$ cat src/rtl/gpu_net_tx_arbiter_pkg.sv
// Shared flit layout and output-register state encoding for the network TX arbiter.
// Latency: none (declarations only).
// Backpressure: n/a.
package gpu_net_tx_arbiter_pkg;

    localparam int FLIT_W    = 16;
    localparam int DEST_MSB  = 15;
    localparam int DEST_LSB  = 10;
    localparam int PAYLOAD_W = 10;

    typedef enum logic {
        EMPTY = 1'b0,
        FULL  = 1'b1
    } state_t;

endpackage

$ cat src/rtl/gpu_net_tx_arbiter_rr_core.sv
// Combinational round-robin pick: search starts one past last_grant, first valid wins.
// Latency: 0 cycles (pure combinational).
// Backpressure: none; the caller gates the one-hot result with its own accept condition.
module rr_arbiter_core #(
    parameter int NREQ  = 4,
    parameter int IDX_W = $clog2(NREQ)
) (
    input  logic [NREQ-1:0]  req_valid,
    input  logic [IDX_W-1:0] last_grant,
    output logic [NREQ-1:0]  win_oh,
    output logic [IDX_W-1:0] win_idx,
    output logic             win_vld
);

    logic [IDX_W-1:0] cand;

    always_comb begin
        win_oh  = '0;
        win_idx = '0;
        win_vld = 1'b0;
        cand    = '0;
        for (int k = 1; k <= NREQ; k++) begin
            cand = IDX_W'((int'(last_grant) + k) % NREQ);
            if (!win_vld && req_valid[cand]) begin
                win_vld       = 1'b1;
                win_idx       = cand;
                win_oh[cand]  = 1'b1;
            end
        end
    end

endmodule

$ cat src/rtl/gpu_net_tx_arbiter.sv
// Round-robin merge of NREQ flit sources onto one network port; self-addressed flits are discarded (optional stats: GPU_NET_ARB_STATS_EN).
// Latency: accepted flit is presented on net_data_out one cycle after acceptance.
// Backpressure: single output register; accepts when empty or while the held flit leaves (no bubble).
module gpu_net_tx_arbiter #(
    parameter int NREQ   = 4,
    parameter int GPU_ID = 8,
    parameter int FLIT_W = 16
) (
    input  logic                     ACLK,
    input  logic                     ARESETn,
    input  logic [NREQ*FLIT_W-1:0]   req_data,
    input  logic [NREQ-1:0]          req_valid,
    output logic [NREQ-1:0]          req_ready,
    output logic [FLIT_W-1:0]        net_data_out,
    output logic                     net_valid_out,
    input  logic                     net_ready_in,
    output logic [$clog2(NREQ)-1:0]  grant_idx,
    output logic                     drop_pulse
`ifdef GPU_NET_ARB_STATS_EN
    ,
    output logic [NREQ*16-1:0]       grant_cnt
`endif
);

    import gpu_net_tx_arbiter_pkg::*;

    localparam int IDX_W  = $clog2(NREQ);
    localparam int DEST_W = DEST_MSB - DEST_LSB + 1;
    localparam logic [DEST_W-1:0] SELF_DEST = DEST_W'(GPU_ID);

    state_t             state;
    logic [IDX_W-1:0]   last_grant;
    logic [NREQ-1:0]    win_oh;
    logic [IDX_W-1:0]   win_idx;
    logic               win_vld;
    logic [FLIT_W-1:0]  win_dat;
    logic               accept_ok;
    logic               accept;
    logic               is_drop;
    logic               xfer;

    rr_arbiter_core #(.NREQ(NREQ), .IDX_W(IDX_W)) u_rr (
        .req_valid  (req_valid),
        .last_grant (last_grant),
        .win_oh     (win_oh),
        .win_idx    (win_idx),
        .win_vld    (win_vld)
    );

    // Reset gates acceptance so no requester sees a handshake while the block is held in reset.
    assign xfer      = net_valid_out && net_ready_in;
    assign accept_ok = ARESETn && ((state == EMPTY) || net_ready_in);
    assign req_ready = accept_ok ? win_oh : '0;
    assign accept    = accept_ok && win_vld;
    assign win_dat   = req_data[win_idx*FLIT_W +: FLIT_W];
    assign is_drop   = (win_dat[DEST_MSB:DEST_LSB] == SELF_DEST);

    always_ff @(posedge ACLK or negedge ARESETn) begin
        if (!ARESETn) begin
            state         <= EMPTY;
            net_valid_out <= 1'b0;
            net_data_out  <= '0;
            grant_idx     <= '0;
            drop_pulse    <= 1'b0;
            last_grant    <= IDX_W'(NREQ - 1);
        end else begin
            drop_pulse <= accept && is_drop;
            if (accept) begin
                last_grant <= win_idx;
            end
            // A dropped flit never occupies the output register, so it cannot cause FULL.
            if (accept && !is_drop) begin
                state         <= FULL;
                net_valid_out <= 1'b1;
                net_data_out  <= win_dat;
                grant_idx     <= win_idx;
            end else if (xfer) begin
                state         <= EMPTY;
                net_valid_out <= 1'b0;
            end
        end
    end

`ifdef GPU_NET_ARB_STATS_EN
    for (genvar i = 0; i < NREQ; i++) begin : g_cnt
        logic [15:0] cnt;
        always_ff @(posedge ACLK or negedge ARESETn) begin
            if (!ARESETn) begin
                cnt <= '0;
            end else if (req_ready[i] && req_valid[i] && (cnt != 16'hFFFF)) begin
                cnt <= cnt + 16'd1;
            end
        end
        assign grant_cnt[i*16 +: 16] = cnt;
    end
`endif

endmodule

$ cat config.mk
export PLATFORM = sky130hd
export DESIGN_NAME = gpu_net_tx_arbiter
export DESIGN_NICKNAME = d
export VERILOG_FILES = /design/src/rtl/gpu_net_tx_arbiter_pkg.sv /design/src/rtl/gpu_net_tx_arbiter_rr_core.sv /design/src/rtl/gpu_net_tx_arbiter.sv
export SDC_FILE = /design/constraint.sdc
export NUM_CORES = 1
export LEC_CHECK = 0
export ABC_CLOCK_PERIOD_IN_PS = 4930
export BUFFER_PORTS_ARGS = -buffer_cell sky130_fd_sc_hd__buf_2
export CAP_MARGIN = 20
export CORE_ASPECT_RATIO = 0.75
export CORE_UTILIZATION = 35
export CTS_CLUSTER_SIZE = 10
export DETAILED_ROUTE_END_ITERATION = 16
export HOLD_SLACK_MARGIN = 0.06
export SLEW_MARGIN = 20
export SYNTH_ARGS = -nofsm -noshare
export SYNTH_HDL_FRONTEND = slang
export SYNTH_SLANG_ARGS = --single-unit
$ cat constraint.sdc
create_clock -name ACLK -period 4.93 [get_ports ACLK]
set_input_delay 0.2465 -clock ACLK [delete_from_list [all_inputs] [get_ports ACLK]]
set_output_delay 0.2465 -clock ACLK [all_outputs]
set_load 0.03 [all_outputs]
Word level (Yosys, flattened, before mapping)
Cells that the tools add are included.

word-level totals
  bits in registers = 22
  input port bits = 71
  output and inout port bits = 24
  word-level logic and storage cells = 72

operators by class
  $add $sub $neg = 4
  $lt $le $gt $ge = 8
  eq/ne operators = 1
  shift operators = 1
  muxes and demuxes = 31
  bitwise operators = 4
  reductions and logical operators = 18

operator list
  kind                                                                    count
  64-bit by 7-bit variable part select with 16-bit output                 1
  4-bit two-way mux                                                       5
  1-bit two-way mux                                                       14
  1-bit logical AND                                                       12
  2-bit by 3-bit < comparator with 1-bit output (second input constant)   4
  4-bit bitwise OR                                                        3
  1-bit binary-select mux with 2-bit select                               4
  1-bit demux with 2-bit select                                           4
  2-bit by 1-bit >= comparator with 1-bit output (second input constant)  4
  2-bit two-way mux                                                       4
  6-bit by 4-bit == test with 1-bit output (second input constant)        1
  2-bit by 1-bit adder with 2-bit output (second input constant)          2
  2-bit adder (second input constant)                                     2
  1-bit zero test                                                         4
  2-bit nonzero test                                                      1
  1-bit logical OR                                                        1
  1-bit inverter                                                          1

Depth between registers and ports, before layout
  depth after elaboration = 18
  gate-level depth with buffers = 17
  depth with buffers taken out = 11

Hierarchy
Synthesis repeated with hierarchy kept, for this count alone.

second synthesis, totals
  cells, all modules = 177
  area total of the unflattened synthesis = 1949.4 µm²

by module, submodules not included
  module              times used  cells each  area an instance (µm²)  seq. area each (µm²)
  gpu_net_tx_arbiter  1           91          1320.0                  553.0
  rr_arbiter_core     1           86          629.4                   0.0

Worst setup path after synthesis
OpenSTA, ideal clock, no wires.

  path kind = flip-flop to flip-flop
  start point = register last_grant[0]
  end point = register grant_idx[1]
  library setup time = 125 ps
  data arrival time = 4113 ps
  required time = 4805 ps
  slack = 692 ps
  cell stages (with the launch flop) = 17
  buffers on the path = 6
  clock period less this slack = 4238 ps
  cells stage by stage = dfstp_2 buf_6 buf_2 inv_1 clkbuf_1 ha_1 buf_2 mux4_2 nor2b_4 buf_6 nor2_2 mux2_4 o31a_1 a211oi_2 a21oi_4 buf_6 mux2_4

on the way
  word-level cells in the longest chain between the ends = 17
  elaborated cells between the ends (all ways) = 31
  classes of those cells = 4 x add/sub; 1 x eq/ne; 1 x shift; 16 x mux; 9 x reduce/logical

ends and longest elaborated chain
  item                                                     RTL line                          source
  start, declared                                          gpu_net_tx_arbiter.sv:32          logic [IDX_W-1:0] last_grant;
  start signal, assigned                                   gpu_net_tx_arbiter.sv:65          last_grant <= IDX_W'(NREQ - 1);
  start signal, assigned                                   gpu_net_tx_arbiter.sv:69          last_grant <= win_idx;
  2-bit by 1-bit adder with 2-bit output                   gpu_net_tx_arbiter_rr_core.sv:23  cand = IDX_W'((int'(last_grant) + k) % NREQ);
  1-bit binary-select mux with 2-bit select                gpu_net_tx_arbiter_rr_core.sv:24  if (!win_vld && req_valid[cand]) begin
  1-bit two-way mux (not written as such)                  gpu_net_tx_arbiter_rr_core.sv:24
  1-bit two-way mux                                        gpu_net_tx_arbiter_rr_core.sv:24
  1-bit zero test                                          gpu_net_tx_arbiter_rr_core.sv:24
  1-bit logical AND                                        gpu_net_tx_arbiter_rr_core.sv:24
  1-bit two-way mux                                        gpu_net_tx_arbiter_rr_core.sv:24
  1-bit zero test                                          gpu_net_tx_arbiter_rr_core.sv:24
  1-bit logical AND                                        gpu_net_tx_arbiter_rr_core.sv:24
  1-bit two-way mux                                        gpu_net_tx_arbiter_rr_core.sv:24
  1-bit zero test                                          gpu_net_tx_arbiter_rr_core.sv:24
  1-bit logical AND                                        gpu_net_tx_arbiter_rr_core.sv:24
  2-bit two-way mux                                        gpu_net_tx_arbiter_rr_core.sv:24
  64-bit by 7-bit variable part select with 16-bit output  gpu_net_tx_arbiter.sv:55          assign win_dat = req_data[win_idx*FLIT_W +: FLIT_W];
  6-bit by 4-bit == test with 1-bit output                 gpu_net_tx_arbiter.sv:56          assign is_drop = (win_dat[DEST_MSB:DEST_LSB] == SELF_DEST);
  1-bit zero test                                          gpu_net_tx_arbiter.sv:72          if (accept && !is_drop) begin
  1-bit logical AND                                        gpu_net_tx_arbiter.sv:72
  end signal, assigned                                     gpu_net_tx_arbiter.sv:76          grant_idx <= win_idx;
  end, declared                                            gpu_net_tx_arbiter.sv:17          output logic [$clog2(NREQ)-1:0] grant_idx,

Several ways; a longest one is shown, not always the timed one. The select of a mux whose other input is x is not followed.
A chain may end at the register's enable or synchronous reset.

Worst setup path in the final report
  start point = register last_grant[1]
  end point = register net_data_out[5]

on the way
  word-level cells in the longest chain between the ends = 17
  elaborated cells between the ends (all ways) = 31
  classes of those cells = 4 x add/sub; 1 x eq/ne; 1 x shift; 16 x mux; 9 x reduce/logical

ends and longest elaborated chain
  item                                                     RTL line                          source
  2-bit by 1-bit adder with 2-bit output                   gpu_net_tx_arbiter_rr_core.sv:23
  1-bit binary-select mux with 2-bit select                gpu_net_tx_arbiter_rr_core.sv:24
  1-bit two-way mux (not written as such)                  gpu_net_tx_arbiter_rr_core.sv:24
  1-bit two-way mux                                        gpu_net_tx_arbiter_rr_core.sv:24
  1-bit zero test                                          gpu_net_tx_arbiter_rr_core.sv:24
  1-bit logical AND                                        gpu_net_tx_arbiter_rr_core.sv:24
  1-bit two-way mux                                        gpu_net_tx_arbiter_rr_core.sv:24
  1-bit zero test                                          gpu_net_tx_arbiter_rr_core.sv:24
  1-bit logical AND                                        gpu_net_tx_arbiter_rr_core.sv:24
  1-bit two-way mux                                        gpu_net_tx_arbiter_rr_core.sv:24
  1-bit zero test                                          gpu_net_tx_arbiter_rr_core.sv:24
  1-bit logical AND                                        gpu_net_tx_arbiter_rr_core.sv:24
  2-bit two-way mux                                        gpu_net_tx_arbiter_rr_core.sv:24
  64-bit by 7-bit variable part select with 16-bit output  gpu_net_tx_arbiter.sv:55
  6-bit by 4-bit == test with 1-bit output                 gpu_net_tx_arbiter.sv:56
  1-bit zero test                                          gpu_net_tx_arbiter.sv:72
  1-bit logical AND                                        gpu_net_tx_arbiter.sv:72
  end signal, assigned                                     gpu_net_tx_arbiter.sv:75          net_data_out <= win_dat;
  end, declared                                            gpu_net_tx_arbiter.sv:14          output logic [FLIT_W-1:0] net_data_out,

Several ways; a longest one is shown, not always the timed one. The select of a mux whose other input is x is not followed.

==> metrics.md <==
| Metric | Value |
|---|---|
| Worst-Margin Slew | 910 ps |
| Hold_buf cts | 1 |
| Clk sinks | 22 |
| Antenna Cells | 0 |
| Setup Buffers After CTS | 0 |
| R2R Setup Slk | 420 ps |
| Die Wd | 92.3 µm |
| Number of max-cap violations | 0 |
| Remaining global-route overflow | 0 |
| Die area | 0.00644 mm² |
| Slew HR | 39.4% |
| Setup TNS | 0 ps |
| Post-synthesis sequential area ratio | 25.8% |
| Pre-antenna DRT Iters | 4 |
| Post-cts sizing count | 0 |
| Final RePlAce weighted congestion | ~0.8 |
| Clock root cell | clkbuf_8 |
| Layout Nets | around 430 |
| Endpoints failing hold | 0 |
| Clock buffer depth | 2 |
| Ports | between 90 and 100 |
| Number of synthesized register bits | 22 |
| Hold path endpoint | state |
| Starting Density | 36.6% |
| Count of input and output buffers | 94 |
| Crit path kind | register to register |
| Post-DP HPWL | ~4800 µm |
| Vias in the first global route | 2,136 |
| Cts bufs inserted | 3 |
| Critical path arrival | 4670 ps |
| Status | finished clean |
| CP top delay family | compound AO/OA/AOI/OAI gates |
| Wire length per cell | 14.5 µm |
| Pleak | 1.35 nW |
| Die H | 69.7 µm |
| Final period utilization | approximately nine tenths |
| Crit Path Max Fanout | 23 |
| CTS tree | yes |
| PD cells | 876 mW/mm² |
| Capturing point of the worst reg2reg path | net_data_out[5] |
| Ys Warns | 0 |
| Clock skew | 2.00 ps |
| Worst stage delay on the critical path | 750 ps |
| Clock latency on the worst-skew pair | roughly 260 ps |
| Dpl cells | 418 |
| Mapped Area | 0.00214 mm² |
| Finish-stage setup viols | 0 |
| Clk pin slew, worst setup/hold paths | roughly 80 ps |
| Routed via count | 2,237 |
| Hold WC Path Type | primary input to register |
| Cell variety after synth | 49 |
| Hold_sp | net_ready_in |
| Iter 0 DRT Violations | between 90 and 100 |
| WP buf/inv | 2 |
| Post-route DRC violation count | 0 |
| Layout Cells excl Fill | ~420 |
| Critical Path RT | 5080 ps |
| Worst-path cell chain | inv_1, ha_1, mux4_2, clkinv_1, a21oi_2, o21ai_2, a2111oi_2, o211ai_1, a211oi_2, a21oi_4, mux2_2 |
| Initial antenna violation count | 0 |
| GR Util All Layers | 19.7% |
| RSZ-0062 raised after global routing | false |
| Reg2reg start | last_grant[1] |
| Critical Path Sink Type | register |
| Post-Route WL | 6150 µm |
| Mean Syn Cell Area | 8.30 µm² |
| Max Clock Freq | around 220 MHz |
| Worst R2R Path Depth | 11 |
| Vias per cell | 5.29 |
| H-tree depth | 1 |
| # rows | 24 |
| Slowest CP cell | o21ai_2 |
| Share of cells above drive strength 1 | around two fifths |
| Net count after synthesis | between 300 and 400 |
| Peak supply drop | 330 µV |
| First element of the critical path | last_grant[1] |
| Global-route wire length before repair | 10,300 µm |
| Max-slew violations | 0 |
| Startpoint types | register |
| Post-route ant nets | 0 |
| Area grow syn2layout | 26.9% |
| Total core area | approximately 0.0059 mm² |
| Cell depth of the worst min-delay path | 2 |
| Cells after synthesis | 258 |
| Period minus WS final | roughly 4500 ps |
| Largest net degree at the start of global routing | 28 |
[final cells by class]
class                   count  area, µm²
fillers                   597       3140
multi-input cells         204       1440
flip-flops and latches     22        553
repair buffers            100        515
well taps                  78       97.6
inverters                  15       56.3
clock buffers               4       55.1
[per-stage QoR]
stage          hold WS, ps  area [µm²]  power, mW  setup slack (ps)  util [%]
2_1_floorplan        -49.1        2140       1.85               692         -
3_3_place_gp           241        2650       2.22               546      45.2
3_5_place_dp           247        2650       2.25               467      45.3
4_1_cts                150        2720       2.39               437      46.4
5_1_grt                155        2720       2.61              78.4      46.4
6_report               154        2720       2.38               416      46.4
[power by group]
group | switching, mW | internal [mW] | leakage [nW]
logic | 1.16 | 0.753 | 1.06
clock network | 0.0597 | 0.0712 | 0.0288
registers | 0.0552 | 0.281 | 0.260
[flip-flops by register name (all words and copies together) (netlist names)]
name / cells
last_grant: 2
net_data_out: 16
drop_pulse: 1
state: 1
grant_idx: 2
[layout by cell type, fill, tap and decap left out, types with 3 or more instances in the layout]
cell type | netlist | final
inv_1 | 14 | 14
mux2_4 | 4 | 4
ha_1 | 8 | 8
mux4_2 | 4 | 4
nor3_1 | 4 | 4
buf_4 | 0 | 4
nor2_2 | 3 | 3
dfrtp_1 | 20 | 20
o21ai_0 | 11 | 11
o31ai_1 | 6 | 6
mux2_2 | 9 | 9
a31oi_1 | 10 | 10
mux2i_1 | 7 | 7
a221o_1 | 8 | 8
clkbuf_8 | 0 | 4
nand3_1 | 4 | 4
o22ai_1 | 3 | 3
or3_1 | 6 | 6
buf_2 | 4 | 95
o211ai_1 | 4 | 4
nand2_1 | 49 | 49
a21oi_1 | 12 | 12
and3_1 | 12 | 12
nor2_1 | 13 | 13
[worst max path at each step]
| stage | end | slack, ps | cells past startpoint |
|---|---|---|---|
| after global placement | net_data_out[9] | 550 | 11 |
| final | net_data_out[5] | 420 | 11 |
| after detailed placement | net_data_out[3] | 470 | 11 |
| after floorplan | grant_idx[1] | 690 | 16 |
| after global routing | net_data_out[4] | 80 | 11 |
| after CTS | net_data_out[3] | 440 | 11 |
[cell families after synthesis]
| family | after synthesis | share of synthesized area (%) |
|---|---|---|
| adders and majority gates | 8 | 4.68 |
| and+or+nand+nor | 100 | 22.6 |
| DFF | 22 | 25.8 |
| muxes | 24 | 15.0 |
| buffers and inverters | 32 | 6.90 |
| AOI/OAI and AO/OA | 72 | 25.0 |
[layer usage]
metal	GRT usage [%]	wire, µm	vias up
li1	-	-	1115
met1	28.1	2980	1055
met2	32.2	2790	65
met3	2.96	367	2
met4	2.60	21	0
met5	0	0	-
[cells in the mapped netlist (all sizes together)]
| cell | number | area [µm²] |
|---|---|---|
| o221ai | 1 | 8.76 |
| clkbuf | 10 | 37.5 |
| or3 | 7 | 48.8 |
| nor3b | 1 | 7.51 |
| o221a | 1 | 11.3 |
| o21a | 1 | 7.51 |
| o211ai | 4 | 30.0 |
| a2bb2oi | 1 | 8.76 |
| o211a | 1 | 10.0 |
| dfstp | 2 | 52.6 |
| mux2i | 7 | 70.1 |
| nand4 | 1 | 6.26 |
| or2 | 2 | 12.5 |
| clkinv | 1 | 3.75 |
| nor2 | 16 | 67.6 |
| o22ai | 3 | 18.8 |
| a21o | 1 | 7.51 |
| nor3 | 5 | 36.3 |
| mux2 | 13 | 161 |
| a21oi | 14 | 85.1 |
| o32a | 1 | 10.0 |
| a211oi | 1 | 12.5 |
| o21bai | 2 | 15.0 |
| ha | 8 | 100 |
| o32ai | 1 | 16.3 |
| buf | 7 | 53.8 |
| inv | 14 | 52.6 |
| mux4 | 4 | 90.1 |
| o31a | 1 | 8.76 |
| and3 | 12 | 75.1 |
| dfrtp | 20 | 500 |
| nor2b | 1 | 13.8 |
| nand3 | 4 | 20.0 |
| a31oi | 10 | 62.6 |
| o31ai | 6 | 45.0 |
| o2111ai | 1 | 8.76 |
| a221o | 8 | 80.1 |
| a2111oi | 1 | 15.0 |
| nand2 | 51 | 196 |
| o21ai | 13 | 72.6 |
(Power assumes the default switching activity.)
